`src/rtl/fmul_pipe.sv`:
```
// Three-stage valid/ready floating-point multiplier, bfloat16 by default.
// Round-to-nearest-even, flush-to-zero on subnormal inputs and outputs, Inf/NaN handling.
module fmul_pipe #(
    parameter  int EXP_W = 8,
    parameter  int MAN_W = 7,
    localparam int W     = 1 + EXP_W + MAN_W
) (
    input  logic         clk,
    input  logic         rst_n,
    input  logic         in_valid,
    output logic         in_ready,
    input  logic [W-1:0] a,
    input  logic [W-1:0] b,
    output logic         out_valid,
    input  logic         out_ready,
    output logic [W-1:0] result,
    output logic [3:0]   flags
);
    localparam int PW = 2 * MAN_W + 2;
    localparam int XW = EXP_W + 2;

    localparam logic [EXP_W-1:0]      EXP_ONES = '1;
    localparam logic [W-1:0]          QNAN     = {1'b0, EXP_ONES, 1'b1, {(MAN_W-1){1'b0}}};
    localparam logic signed [XW-1:0]  BIAS_X   = XW'((1 << (EXP_W - 1)) - 1);
    localparam logic signed [XW-1:0]  EMAX_X   = XW'((1 << EXP_W) - 1);
    localparam logic signed [XW-1:0]  ONE_X    = XW'(1);
    localparam logic signed [XW-1:0]  ZERO_X   = '0;

    function automatic logic [MAN_W:0] rne_round(
        input logic [MAN_W-1:0] man,
        input logic             guard,
        input logic             sticky
    );
        logic up;
        up = guard & (sticky | man[0]);
        return {1'b0, man} + {{MAN_W{1'b0}}, up};
    endfunction

    // Returns {flags, packed result}; out-of-range exponents saturate to Inf or flush to zero.
    function automatic logic [W+3:0] saturate(
        input logic                 sign,
        input logic signed [XW-1:0] e,
        input logic [MAN_W-1:0]     man,
        input logic                 inexact
    );
        logic [W+3:0] r;
        if (e >= EMAX_X) begin
            r = {4'b0101, sign, EXP_ONES, {MAN_W{1'b0}}};
        end else if (e <= ZERO_X) begin
            r = {4'b0011, sign, {EXP_W{1'b0}}, {MAN_W{1'b0}}};
        end else begin
            r = {3'b000, inexact, sign, e[EXP_W-1:0], man};
        end
        return r;
    endfunction

    logic stall;
    logic vld_p1_q, vld_p2_q, out_valid_q;

    assign stall    = out_valid_q & ~out_ready;
    assign in_ready = ~stall;

    always_ff @(posedge clk or negedge rst_n) begin
        if (!rst_n) begin
            vld_p1_q    <= 1'b0;
            vld_p2_q    <= 1'b0;
            out_valid_q <= 1'b0;
        end else if (!stall) begin
            vld_p1_q    <= in_valid;
            vld_p2_q    <= vld_p1_q;
            out_valid_q <= vld_p2_q;
        end
    end

    // ---- stage 1: unpack, classify, multiply significands, add exponents ----
    logic             sa, sb;
    logic [EXP_W-1:0] ea, eb;
    logic [MAN_W-1:0] ma, mb;
    logic             a_zero, b_zero, a_inf, b_inf, a_nan, b_nan;

    assign {sa, ea, ma} = a;
    assign {sb, eb, mb} = b;

    assign a_zero = (ea == '0);
    assign b_zero = (eb == '0);
    assign a_inf  = (ea == EXP_ONES) && (ma == '0);
    assign b_inf  = (eb == EXP_ONES) && (mb == '0);
    assign a_nan  = (ea == EXP_ONES) && (ma != '0);
    assign b_nan  = (eb == EXP_ONES) && (mb != '0);

    logic                 sign_p1_d;
    logic [PW-1:0]        prod_p1_d;
    logic signed [XW-1:0] exp_p1_d;
    logic                 spec_p1_d;
    logic [W-1:0]         spec_res_p1_d;
    logic [3:0]           spec_flg_p1_d;

    assign sign_p1_d = sa ^ sb;
    assign prod_p1_d = PW'({1'b1, ma}) * PW'({1'b1, mb});
    assign exp_p1_d  = $signed({2'b00, ea}) + $signed({2'b00, eb}) - BIAS_X;

    always_comb begin
        spec_p1_d     = 1'b1;
        spec_res_p1_d = QNAN;
        spec_flg_p1_d = 4'b0000;
        if (a_nan || b_nan) begin
            spec_p1_d = 1'b1;
        end else if ((a_zero && b_inf) || (a_inf && b_zero)) begin
            spec_flg_p1_d = 4'b1000;
        end else if (a_inf || b_inf) begin
            spec_res_p1_d = {sign_p1_d, EXP_ONES, {MAN_W{1'b0}}};
        end else if (a_zero || b_zero) begin
            spec_res_p1_d = {sign_p1_d, {(W-1){1'b0}}};
        end else begin
            spec_p1_d = 1'b0;
        end
    end

    logic                 sign_p1_q;
    logic [PW-1:0]        prod_p1_q;
    logic signed [XW-1:0] exp_p1_q;
    logic                 spec_p1_q;
    logic [W-1:0]         spec_res_p1_q;
    logic [3:0]           spec_flg_p1_q;

    always_ff @(posedge clk) begin
        if (!stall && in_valid) begin
            sign_p1_q     <= sign_p1_d;
            prod_p1_q     <= prod_p1_d;
            exp_p1_q      <= exp_p1_d;
            spec_p1_q     <= spec_p1_d;
            spec_res_p1_q <= spec_res_p1_d;
            spec_flg_p1_q <= spec_flg_p1_d;
        end
    end

    // ---- stage 2: normalise to a hidden bit, extract kept/guard/sticky ----
    logic [PW-2:0]        norm_p2;
    logic signed [XW-1:0] exp_p2_d;
    logic [MAN_W-1:0]     man_p2_d;
    logic                 guard_p2_d, sticky_p2_d;

    // norm_p2 excludes the hidden bit in both cases
    assign norm_p2     = prod_p1_q[PW-1] ? prod_p1_q[PW-2:0] : {prod_p1_q[PW-3:0], 1'b0};
    assign exp_p2_d    = prod_p1_q[PW-1] ? exp_p1_q + ONE_X : exp_p1_q;
    assign man_p2_d    = norm_p2[PW-2 -: MAN_W];
    assign guard_p2_d  = norm_p2[MAN_W];
    assign sticky_p2_d = |norm_p2[MAN_W-1:0];

    logic                 sign_p2_q;
    logic signed [XW-1:0] exp_p2_q;
    logic [MAN_W-1:0]     man_p2_q;
    logic                 guard_p2_q, sticky_p2_q;
    logic                 spec_p2_q;
    logic [W-1:0]         spec_res_p2_q;
    logic [3:0]           spec_flg_p2_q;

    always_ff @(posedge clk) begin
        if (!stall && vld_p1_q) begin
            sign_p2_q     <= sign_p1_q;
            exp_p2_q      <= exp_p2_d;
            man_p2_q      <= man_p2_d;
            guard_p2_q    <= guard_p2_d;
            sticky_p2_q   <= sticky_p2_d;
            spec_p2_q     <= spec_p1_q;
            spec_res_p2_q <= spec_res_p1_q;
            spec_flg_p2_q <= spec_flg_p1_q;
        end
    end

    // ---- stage 3: round, range-check, select special result, register output ----
    logic [MAN_W:0]       rnd_p3;
    logic signed [XW-1:0] exp_p3;
    logic [W-1:0]         result_p3_d;
    logic [3:0]           flags_p3_d;

    assign rnd_p3 = rne_round(man_p2_q, guard_p2_q, sticky_p2_q);
    assign exp_p3 = rnd_p3[MAN_W] ? exp_p2_q + ONE_X : exp_p2_q;
    assign {flags_p3_d, result_p3_d} = spec_p2_q
        ? {spec_flg_p2_q, spec_res_p2_q}
        : saturate(sign_p2_q, exp_p3, rnd_p3[MAN_W-1:0], guard_p2_q | sticky_p2_q);

    logic [W-1:0] result_q;
    logic [3:0]   flags_q;

    always_ff @(posedge clk or negedge rst_n) begin
        if (!rst_n) begin
            result_q <= '0;
            flags_q  <= '0;
        end else if (!stall && vld_p2_q) begin
            result_q <= result_p3_d;
            flags_q  <= flags_p3_d;
        end
    end

    assign out_valid = out_valid_q;
    assign result    = result_q;
    assign flags     = flags_q;

endmodule

```
`config.mk`:
```
export PLATFORM = sky130hd
export DESIGN_NAME = fmul_pipe
export DESIGN_NICKNAME = d
export VERILOG_FILES = /design/src/rtl/fmul_pipe.sv
export SDC_FILE = /design/constraint.sdc
export NUM_CORES = 1
export LEC_CHECK = 0
export ABC_CLOCK_PERIOD_IN_PS = 4900
export CAP_MARGIN = 0
export CELL_PAD_IN_SITES_DETAIL_PLACEMENT = 2
export CELL_PAD_IN_SITES_GLOBAL_PLACEMENT = 2
export CORE_MARGIN = 10
export CORE_UTILIZATION = 41
export CTS_CLUSTER_SIZE = 40
export DETAILED_ROUTE_END_ITERATION = 6
export GPL_TIMING_DRIVEN = 0
export PLACE_DENSITY = 0.88
export SLEW_MARGIN = 20
export SYNTH_ARGS = -nofsm -noshare
export SYNTH_HDL_FRONTEND = slang
export SYNTH_SLANG_ARGS = --single-unit
```
`constraint.sdc`:
```
create_clock -name clk -period 4.9 [get_ports clk]
set_input_delay 1.47 -clock clk [delete_from_list [all_inputs] [get_ports clk]]
set_output_delay 1.47 -clock clk [all_outputs]
set_load 0.01 [all_outputs]
```
==> impl_metrics.toml, run 1 <==
[drt]
drc = 0
drtIter0Drc = 162
viasPerCell = 5.519
routed_wl_um = 19500
drtPass1Iterations = 4
vias = 4680
ant_nets = 0
wl_per_cell_um = 23.00

[synthesis]
synth_xor_area_frac = 0.05832
synth_fa_ha_area_frac = 0.2358
yosysSeqAreaShare = 0.3808
ys_ff_latch = 80
syn_area_sq_mm = 0.006007
yosys.cell_types.count = 51
synth_async_sr_flop_share = 0.2875
synth_top_area_cell = "edfxtp_1"
ys.flop_type = "edfxtp_1"
synth_mux_area_frac = 0.02895
yosys.area_share.simple = 0.1643
synth_edf_count = 57
yosysMostFrequentCell = "inv_1"
synthTopCellsByCount = "83 x inv_1, 57 x edfxtp_1, 54 x ha_1"
synth_area_leaders = "edfxtp_1 28%, fa_1 12%, ha_1 11%, dfrtp_1 9.6%, inv_1 5.2%"
synth_top_family_by_area = "adder cells"
synth_top_area_share = 0.2849
syn_avg_cell_area_sq_um = 10.48
synthCells = 573
synth_nets = 700
ys.warnings.count = 0
synth_compound_area_frac = 0.07228

[layout]
fin_cells = 848
syn_to_final_growth_pct = 24.08
fin_nets = 786
num_antenna_cells = 0
layout-drive-gt1-share = 0.1566

[grt]
first_global_vias = 5355
antenna_found_initial = 0
grt_use_total = 0.1893
grt_max_degree = 33
grt_pass1_wl_um = 29810
grt-ovfl-total = 0

[sta]
clock_skew_ps = 15.42
hold_violations = 0
min_period_ps = 5553
timing.final.ws_setup_ps = -652.6
tightestPinTransition_ps = 869.1
slew_headroom = 0.4185
finalCritPeriodShare = 1.133
rsz0062_at_grt = "true"
slew_viol_final = 0
setup_viol = 7
fmax_mhz = 180.1

[clock_network]
clk_latency_ps = 350
root_buffer = "clkbuf_16"
numCtsBuffers = 9
cts_sinks = 80
cts_max_path_buffers = 2
htreeDepth = 3
clk_pin_slew_worst_paths_ps = 70
hold_buffers = 0
cts_tree = "done"

[floorplanning]
die-width_um = 141.0
die_y_um = 141.0
dieArea_sq_mm = 0.01989
core_sq_mm = 0.01442
initial_utilization = 0.4165
num_rows = 44
ios = 58

[job]
drv_cap = 0

[setup_path]
timing.critical_path.cells = "buf_4 > nand2_1 > fa_1 > fa_1 > inv_1 > fa_1 > inv_2 > fa_2 > inv_4 > ha_4 > nor3_4 > o211ai_1 > a31oi_2 > nor2b_1 > o21a_1 > o41a_1 > xor2_1"
crit_top_cell = "fa_1"
cp_top_family = "adder cells"
cp_max_fo = 8
crit_type = "input port to flip-flop"
critPathLaunchType = "input port"
ff2ff_setup_slack_ps = 1490
slowest_stage = "fa_2"
worstPathRequired_ps = 4990
end_kind = "flip-flop"
crit_arrival_ps = 5640
crit_start = "a[2]"
cp_num_buf_inv = 4
max_stage_delay_ps = 580
reg2reg_from = "sticky_p2_q$_DFFE_PP_"

[power_and_ir_drop]
p_per_area_mw_per_mm2 = 492.2
p_int_uw = 2271
switching_power_uw = 1398
seq_power_share = 0.309
pwr-share-comb = 0.491
leakagePower_uw = 0.003110
switching_share = 0.3810
vdd_ir_drop_max_uv = 178.8
p_clk_frac = 0.200

[place]
gp_congestion = 0.8650
dp.cells = 814
dp_hpwl_um = 14470
dp_slack_ps = -1684
io_buffers = 57

[min_path]
hold_start = "spec_res_p1_q[13]$_SDFFCE_PP1P_"
hold_path_class = "flip-flop to flip-flop"

[status]
status = "finished, violations left"
violations = "setup timing"
[layer usage]
metal | GRT usage | vias to the layer above | wire, um
li1 | - | 2145 | -
met1 | 0.1989 | 2409 | 7618
met2 | 0.3631 | 93 | 10690
met3 | 0.03359 | 33 | 574
met4 | 0.07174 | 0 | 615
met5 | 0 | - | 0
[power groups by stage]
stage	clock network [uW]	registers [uW]	logic [uW]
after floorplan	0	1130	963
after global placement	0	1120	1390
after detailed placement	0	1140	1540
after CTS	730	1130	1680
after global routing	770	1160	1990
final	733	1130	1800
[cell type report]
cell class / instances / area, sq um
tap: 184 / 230.2
clock inverter: 3 / 26.28
clock buffer: 13 / 304.0
sequential: 80 / 2287
multi-input combinational: 400 / 3505
timing repair buffer: 75 / 733.2
buffer: 10 / 46.29
inverter: 83 / 321.6
fill: 1467 / 6970
[worst reg2reg max path, delay by kind of cell (launching register included)]
family	cells	cell delay [ps]
AND/OR/NAND/NOR	5	1940
flip-flops	1	390
XOR/XNOR	1	330
AO/OA/AOI/OAI	2	290
adder cells (fa/ha/maj)	1	220
buffers and inverters	1	170
[cell usage in the layout (no fill, tap or decap), types with 14 or more instances in the layout]
cell / n
inv_1: 73
edfxtp_1: 57
ha_1: 50
nand2_1: 46
clkdlybuf4s50_1: 43
nor2_1: 41
fa_1: 35
xnor2_1: 27
and2_1: 24
dfrtp_1: 23
buf_4: 18
nand4_1: 14
[through the flow]
stage          utilization  setup TNS, ps  hold slack, ps  total power, uW  cell area [sq um]
6_report            0.5167          -2817           432.4             3668               7453
5_1_grt             0.5167          -4054           442.1             3913               7453
3_5_place_dp        0.4774         -10850           406.6             2688               6885
2_1_floorplan            -          -1192           400.3             2091               6083
3_3_place_gp        0.4773          -8425           402.4             2501               6884
4_1_cts             0.5102          -2213           429.6             3542               7360
[cells by family (layout without fill, tap and decap cells)]
| logic type | after synthesis | in the layout |
|---|---|---|
| AOI/OAI and AO/OA | 61 | 61 |
| and+or+nand+nor | 192 | 192 |
| DFF | 80 | 80 |
| adders and majority gates | 91 | 91 |
| xor gates and xnor gates | 40 | 40 |
| buffers and inverters | 93 | 184 |
| muxes | 16 | 16 |
[sequential cells by signal, summed over array words and instances, names as in the netlist, 3 cells and up]
register and count:
prod_p1_q 16, result 16, exp_p1_q 10, exp_p2_q 10, man_p2_q 7, flags 4
spec_res_p1_q 3, spec_res_p2_q 3
[timing repair]
| action | CTS | global route |
|---|---|---|
| pin swaps | 16 | 20 |
| endpoints found under the setup margin | 10 | 9 |
| resized for setup | 95 | 17 |
| setup buffers | 10 | 10 |
[final timing paths]
kind | end | cells past startpoint
setup / recovery | prod_p1_q[14]$_DFFE_PP_ | 17
hold / removal | spec_res_p2_q[14]$_DFFE_PP_ | 0
hold reg to reg | spec_res_p2_q[14]$_DFFE_PP_ | 0
setup reg to reg | result[2]$_DFFE_PN0P_ | 10
max in group asynchronous | flags[1]$_DFFE_PN0P_ | 1
min in group asynchronous | flags[3]$_DFFE_PN0P_ | 1
No activity file was read; power rests on OpenSTA's default activity.
==> run 2: changes to the inputs <==
- CORE_MARGIN: 10 -> 8
==> impl_metrics.toml, run 2 (synthesis results as in run 1) <==
[sta]
slew_viol_final = 0
rsz0062_at_grt = "true"
fin_tns_setup_ps = -1948
fmax_mhz = 185.2
min_period_ps = 5399
hold_violations = 0
setup_viol = 6
finalCritPeriodShare = 1.102
clock_skew_ps = 11.30
timing.final.ws_setup_ps = -499.2
tightestPinTransition_ps = 854.3
slew_headroom = 0.4304

[clock_network]
cts_tree = "done"
hold_buffers = 0
clk_latency_ps = 340
root_buffer = "clkbuf_16"
numCtsBuffers = 9
cts_max_path_buffers = 2
cts_sinks = 80
clk_pin_slew_worst_paths_ps = 70
htreeDepth = 3

[layout]
fill_cells = 1458
layout-drive-gt1-share = 0.1606
fin_nets = 782
mostFrequentLayoutCell = "inv_1"
fin_cells = 844
syn_to_final_growth_pct = 22.77
num_antenna_cells = 0
final_cell_mix = "70 x inv_1, 57 x edfxtp_1, 49 x ha_1"

[drt]
ant_nets = 0
drc = 0
viasPerCell = 5.494
wl_per_cell_um = 23.31
routed_wl_um = 19670
drtIter0Drc = 181
vias = 4637
drtPass1Iterations = 4

[grt]
first_global_vias = 5403
grt_pass1_wl_um = 30610
grt_max_degree = 33
grt_use_total = 0.2149
antenna_found_initial = 0
grt-ovfl-total = 0

[setup_path]
crit_arrival_ps = 5490
crit_type = "input port to flip-flop"
end_kind = "flip-flop"
cp_max_fo = 9
critPathLaunchType = "input port"
worstPathRequired_ps = 4990

[power_and_ir_drop]
p_per_area_mw_per_mm2 = 487.6
switching_power_uw = 1413
vdd_ir_drop_max_uv = 180.4
pwr-share-comb = 0.510
seq_power_share = 0.317
p_int_uw = 2182
switching_share = 0.3931
p_clk_frac = 0.173
leakagePower_uw = 0.003054

[status]
status = "finished, violations left"
violations = "setup timing"

[floorplanning]
num_rows = 44
core_sq_mm = 0.01442
initial_utilization = 0.4165
dieArea_sq_mm = 0.01878
die-width_um = 137.0
die_y_um = 137.0
ios = 58

[place]
gp_congestion = 0.8682
io_buffers = 57
dp_slack_ps = -1668
dp.cells = 814
dp_hpwl_um = 14390

[job]
drv_cap = 0

[min_path]
hold_path_class = "flip-flop to flip-flop"
## run 2: cell types whose count changed in the layout (fill, tap and decap cells not counted), sizes merged
cell,previous run,this run
buf,34,30
clkbuf,20,16
clkdlybuf4s50,43,42
clkinv,2,5
clkinvlp,0,2
dlygate4sd2,1,2
inv,84,83
## run 2: stage by stage
stage	hold slack, ps	total power [uW]	utilization	instance area [sq um]
2_1_floorplan	400.3	2091	-	6083
3_3_place_gp	402.6	2499	0.4773	6884
3_5_place_dp	406.2	2695	0.4774	6885
4_1_cts	432.3	3502	0.5062	7301
5_1_grt	444.9	3784	0.5113	7375
6_report	422.3	3596	0.5113	7375
## run 2: final timing paths
check | startpoint | end | slack, ps | cells after the start
setup / recovery | b[3] | prod_p1_q[14]$_DFFE_PP_ | -500 | 16
hold / removal | spec_res_p1_q[15]$_SDFFCE_PP0P_ | spec_res_p2_q[15]$_DFFE_PP_ | 420 | 0
setup reg to reg | exp_p2_q[1]$_DFFE_PP_ | result[5]$_DFFE_PN0P_ | 1520 | 10
hold reg to reg | spec_res_p1_q[15]$_SDFFCE_PP0P_ | spec_res_p2_q[15]$_DFFE_PP_ | 420 | 0
max in group asynchronous | rst_n | result[4]$_DFFE_PN0P_ | 3460 | 1
min in group asynchronous | rst_n | result[6]$_DFFE_PN0P_ | 1100 | 1
## run 2: power groups by stage
stage	clock network, uW	registers (uW)	logic (uW)
floorplan	0	1130	963
global placement	0	1120	1380
detailed placement	0	1140	1550
CTS	628	1140	1730
global route	654	1160	1970
finish	624	1140	1830
## run 2: layout make-up
| class | instances | area, sq um | share of cell area |
|---|---|---|---|
| tap | 184 | 230.2 | 0.03122 |
| sequential | 80 | 2287 | 0.3101 |
| inverter | 83 | 319.1 | 0.04326 |
| multi-input combinational | 400 | 3538 | 0.4798 |
| buffer | 10 | 46.29 | 0.006278 |
| clock inverter | 7 | 38.79 | 0.005260 |
| clock buffer | 9 | 225.2 | 0.03054 |
| timing repair buffer | 71 | 689.4 | 0.09348 |
## run 2: critical path, cell delays in order
cell      delay, ps
buf_6           120
and2_4          160
fa_1            570
fa_1            460
fa_1            540
inv_2            50
fa_1            540
inv_2            60
ha_4            170
nor3_2          180
o211ai_1        160
a31oi_4         240
nor2b_2          60
o21a_1          180
o41a_1          340
xor2_1          170
## run 2: per-layer routing
metal / vias to the layer above / GRT usage / part of all wire
met3: 34 / 0.02717 / 0.028
met1: 2377 / 0.2376 / 0.40
met4: 0 / 0.07846 / 0.022
met5: - / 0 / 0
met2: 97 / 0.4088 / 0.55
li1: 2129 / - / -
## run 2: what timing repair did
action | CTS | global route
pin swaps | 18 | 13
gates resized for setup | 100 | 17
endpoints found under the setup margin | 10 | 7
setup buffers | 10 | 4
==> run 3: changes to the inputs <==
- CELL_PAD_IN_SITES_DETAIL_PLACEMENT: 2 -> default
- CELL_PAD_IN_SITES_GLOBAL_PLACEMENT: 2 -> default
- CORE_MARGIN: 8 -> 10
- CORE_UTILIZATION: 41 -> 45
- PLACE_DENSITY: 0.88 -> 0.67
==> impl_metrics.toml, run 3 (synthesis results as in run 1) <==
[setup_path]
crit_top_cell = "fa_1"
critPathLaunchType = "input port"
crit_arrival_ps = 5330
r2r_cells = 10
ff2ff_setup_slack_ps = 1730
reg2reg_from = "exp_p2_q[1]$_DFFE_PP_"
slowest_stage = "fa_1"
setup.worst_path.end = "prod_p1_q[14]$_DFFE_PP_"
crit_type = "input port to flip-flop"
worstReg2RegEnd = "result[2]$_DFFE_PN0P_"
cp_num_buf_inv = 5
cp_top_family = "adder cells"
max_stage_delay_ps = 520
cp_max_fo = 5
worstPathRequired_ps = 4980
crit_cells = 18
end_kind = "flip-flop"
timing.critical_path.cells = "buf_8 > and2_4 > fa_1 > inv_2 > fa_1 > inv_1 > fa_1 > inv_2 > fa_1 > inv_2 > ha_4 > nor3_4 > o211ai_1 > a31oi_1 > nor2b_1 > o21a_1 > o41a_1 > xor2_1"
crit_start = "a[4]"

[sta]
tightestPinTransition_ps = 766.7
slew_viol_final = 0
slew_headroom = 0.4870
timing.final.ws_setup_ps = -348.1
setup_viol = 5
hold_violations = 0
finalCritPeriodShare = 1.071
fin_tns_setup_ps = -828.8
rsz0062_at_grt = "true"
clock_skew_ps = 6.417
fmax_mhz = 190.5
min_period_ps = 5248

[place]
dp.cells = 806
placed_area_sq_mm = 0.006875
dp_hpwl_um = 9827
gp_congestion = 0.9063
io_buffers = 57
dp_slack_ps = -1395

[layout]
fin_nets = 780
mostFrequentLayoutCell = "inv_1"
syn_to_final_growth_pct = 22.45
fin_area_sq_mm = 0.007356
fill_cells = 1194
num_antenna_cells = 0
multi_input_area_sq_mm = 0.003503
layout-drive-gt1-share = 0.1489
seqCellArea_sq_mm = 0.002287
final_cell_mix = "73 x inv_1, 57 x edfxtp_1, 49 x ha_1"
fin_cells = 834

[clock_network]
cts_max_path_buffers = 2
root_buffer = "clkbuf_16"
clk_latency_ps = 340
numCtsBuffers = 9
clk_pin_slew_worst_paths_ps = 60
cts_tree = "done"
cts_sinks = 80
htreeDepth = 3

[power_and_ir_drop]
p_clk_frac = 0.203
leakagePower_uw = 0.003055
pwr-share-comb = 0.462
switching_share = 0.3467
p_per_area_mw_per_mm2 = 450.2
seq_power_share = 0.335
vdd_ir_drop_max_uv = 222.4
switching_power_uw = 1148
p_int_uw = 2163
total_power_uw = 3311

[floorplanning]
num_rows = 42
ios = 58
initial_utilization = 0.4572
core_sq_mm = 0.01314
die_y_um = 135.5
dieArea_sq_mm = 0.01837
die-width_um = 135.5

[grt]
grt_pass1_wl_um = 20990
grt_use_total = 0.1390
grt-ovfl-total = 0
first_global_vias = 4389
grt_max_degree = 33
antenna_found_initial = 0

[status]
violations = "setup timing"
status = "finished, violations left"

[drt]
drc = 0
routed_wl_um = 12260
wl_per_cell_um = 14.70
drtPass1Iterations = 4
ant_nets = 0
vias = 4232
viasPerCell = 5.074
drtIter0Drc = 207

[job]
drv_cap = 0

[min_path]
hold_path_class = "flip-flop to flip-flop"
[run 3: timing repair]
action,in CTS,in global routing
resized for setup,85,18
setup endpoints to repair,9,6
pin swaps,15,13
buffers inserted,7,5
hold buffers,0,0
[run 3: per-layer routing]
| metal | vias up | track usage | routed length [um] | part of all wire |
|---|---|---|---|---|
| met5 | - | 0 | 0 | 0 |
| met4 | 0 | 0.04486 | 180 | 0.015 |
| met3 | 12 | 0.03746 | 625 | 0.051 |
| met2 | 76 | 0.2268 | 5779 | 0.47 |
| met1 | 2009 | 0.1753 | 5671 | 0.46 |
| li1 | 2135 | - | - | - |
[run 3: area by class of cell]
cell class | count | area share
sequential | 80 | 0.3109
timing repair buffer | 69 | 0.09219
multi-input combinational | 400 | 0.4763
tap | 176 | 0.02994
clock buffer | 9 | 0.03062
clock inverter | 7 | 0.01072
inverter | 83 | 0.04303
buffer | 10 | 0.006294
[run 3: per-stage QoR]
stage | utilization | hold slack (ps)
6_report | 0.5599 | 419.2
5_1_grt | 0.5599 | 431.7
4_1_cts | 0.5536 | 419.2
3_5_place_dp | 0.5233 | 404.5
3_3_place_gp | 0.5232 | 401.1
2_1_floorplan | - | 400.3
[run 3: how the worst min path moves through the flow]
stage / start / to / slack (ps) / depth (start not counted)
after floorplan: sign_p1_q$_DFFE_PP_ / sign_p2_q$_DFFE_PP_ / 400 / 0
after global placement: sign_p1_q$_DFFE_PP_ / sign_p2_q$_DFFE_PP_ / 400 / 0
after detailed placement: spec_res_p1_q[13]$_SDFFCE_PP1P_ / spec_res_p2_q[14]$_DFFE_PP_ / 400 / 0
after CTS: spec_res_p1_q[13]$_SDFFCE_PP1P_ / spec_res_p2_q[14]$_DFFE_PP_ / 420 / 0
after global routing: spec_res_p1_q[13]$_SDFFCE_PP1P_ / spec_res_p2_q[14]$_DFFE_PP_ / 430 / 0
final: spec_res_p1_q[13]$_SDFFCE_PP1P_ / spec_res_p2_q[14]$_DFFE_PP_ / 420 / 0
[run 3: power by group through the flow]
| stage | combinational (uW) | sequential (uW) | clock (uW) |
|---|---|---|---|
| 2_1_floorplan | 963 | 1130 | 0 |
| 3_3_place_gp | 1370 | 1120 | 0 |
| 3_5_place_dp | 1390 | 1120 | 0 |
| 4_1_cts | 1470 | 1110 | 685 |
| 5_1_grt | 1720 | 1130 | 717 |
| 6_report | 1530 | 1110 | 672 |
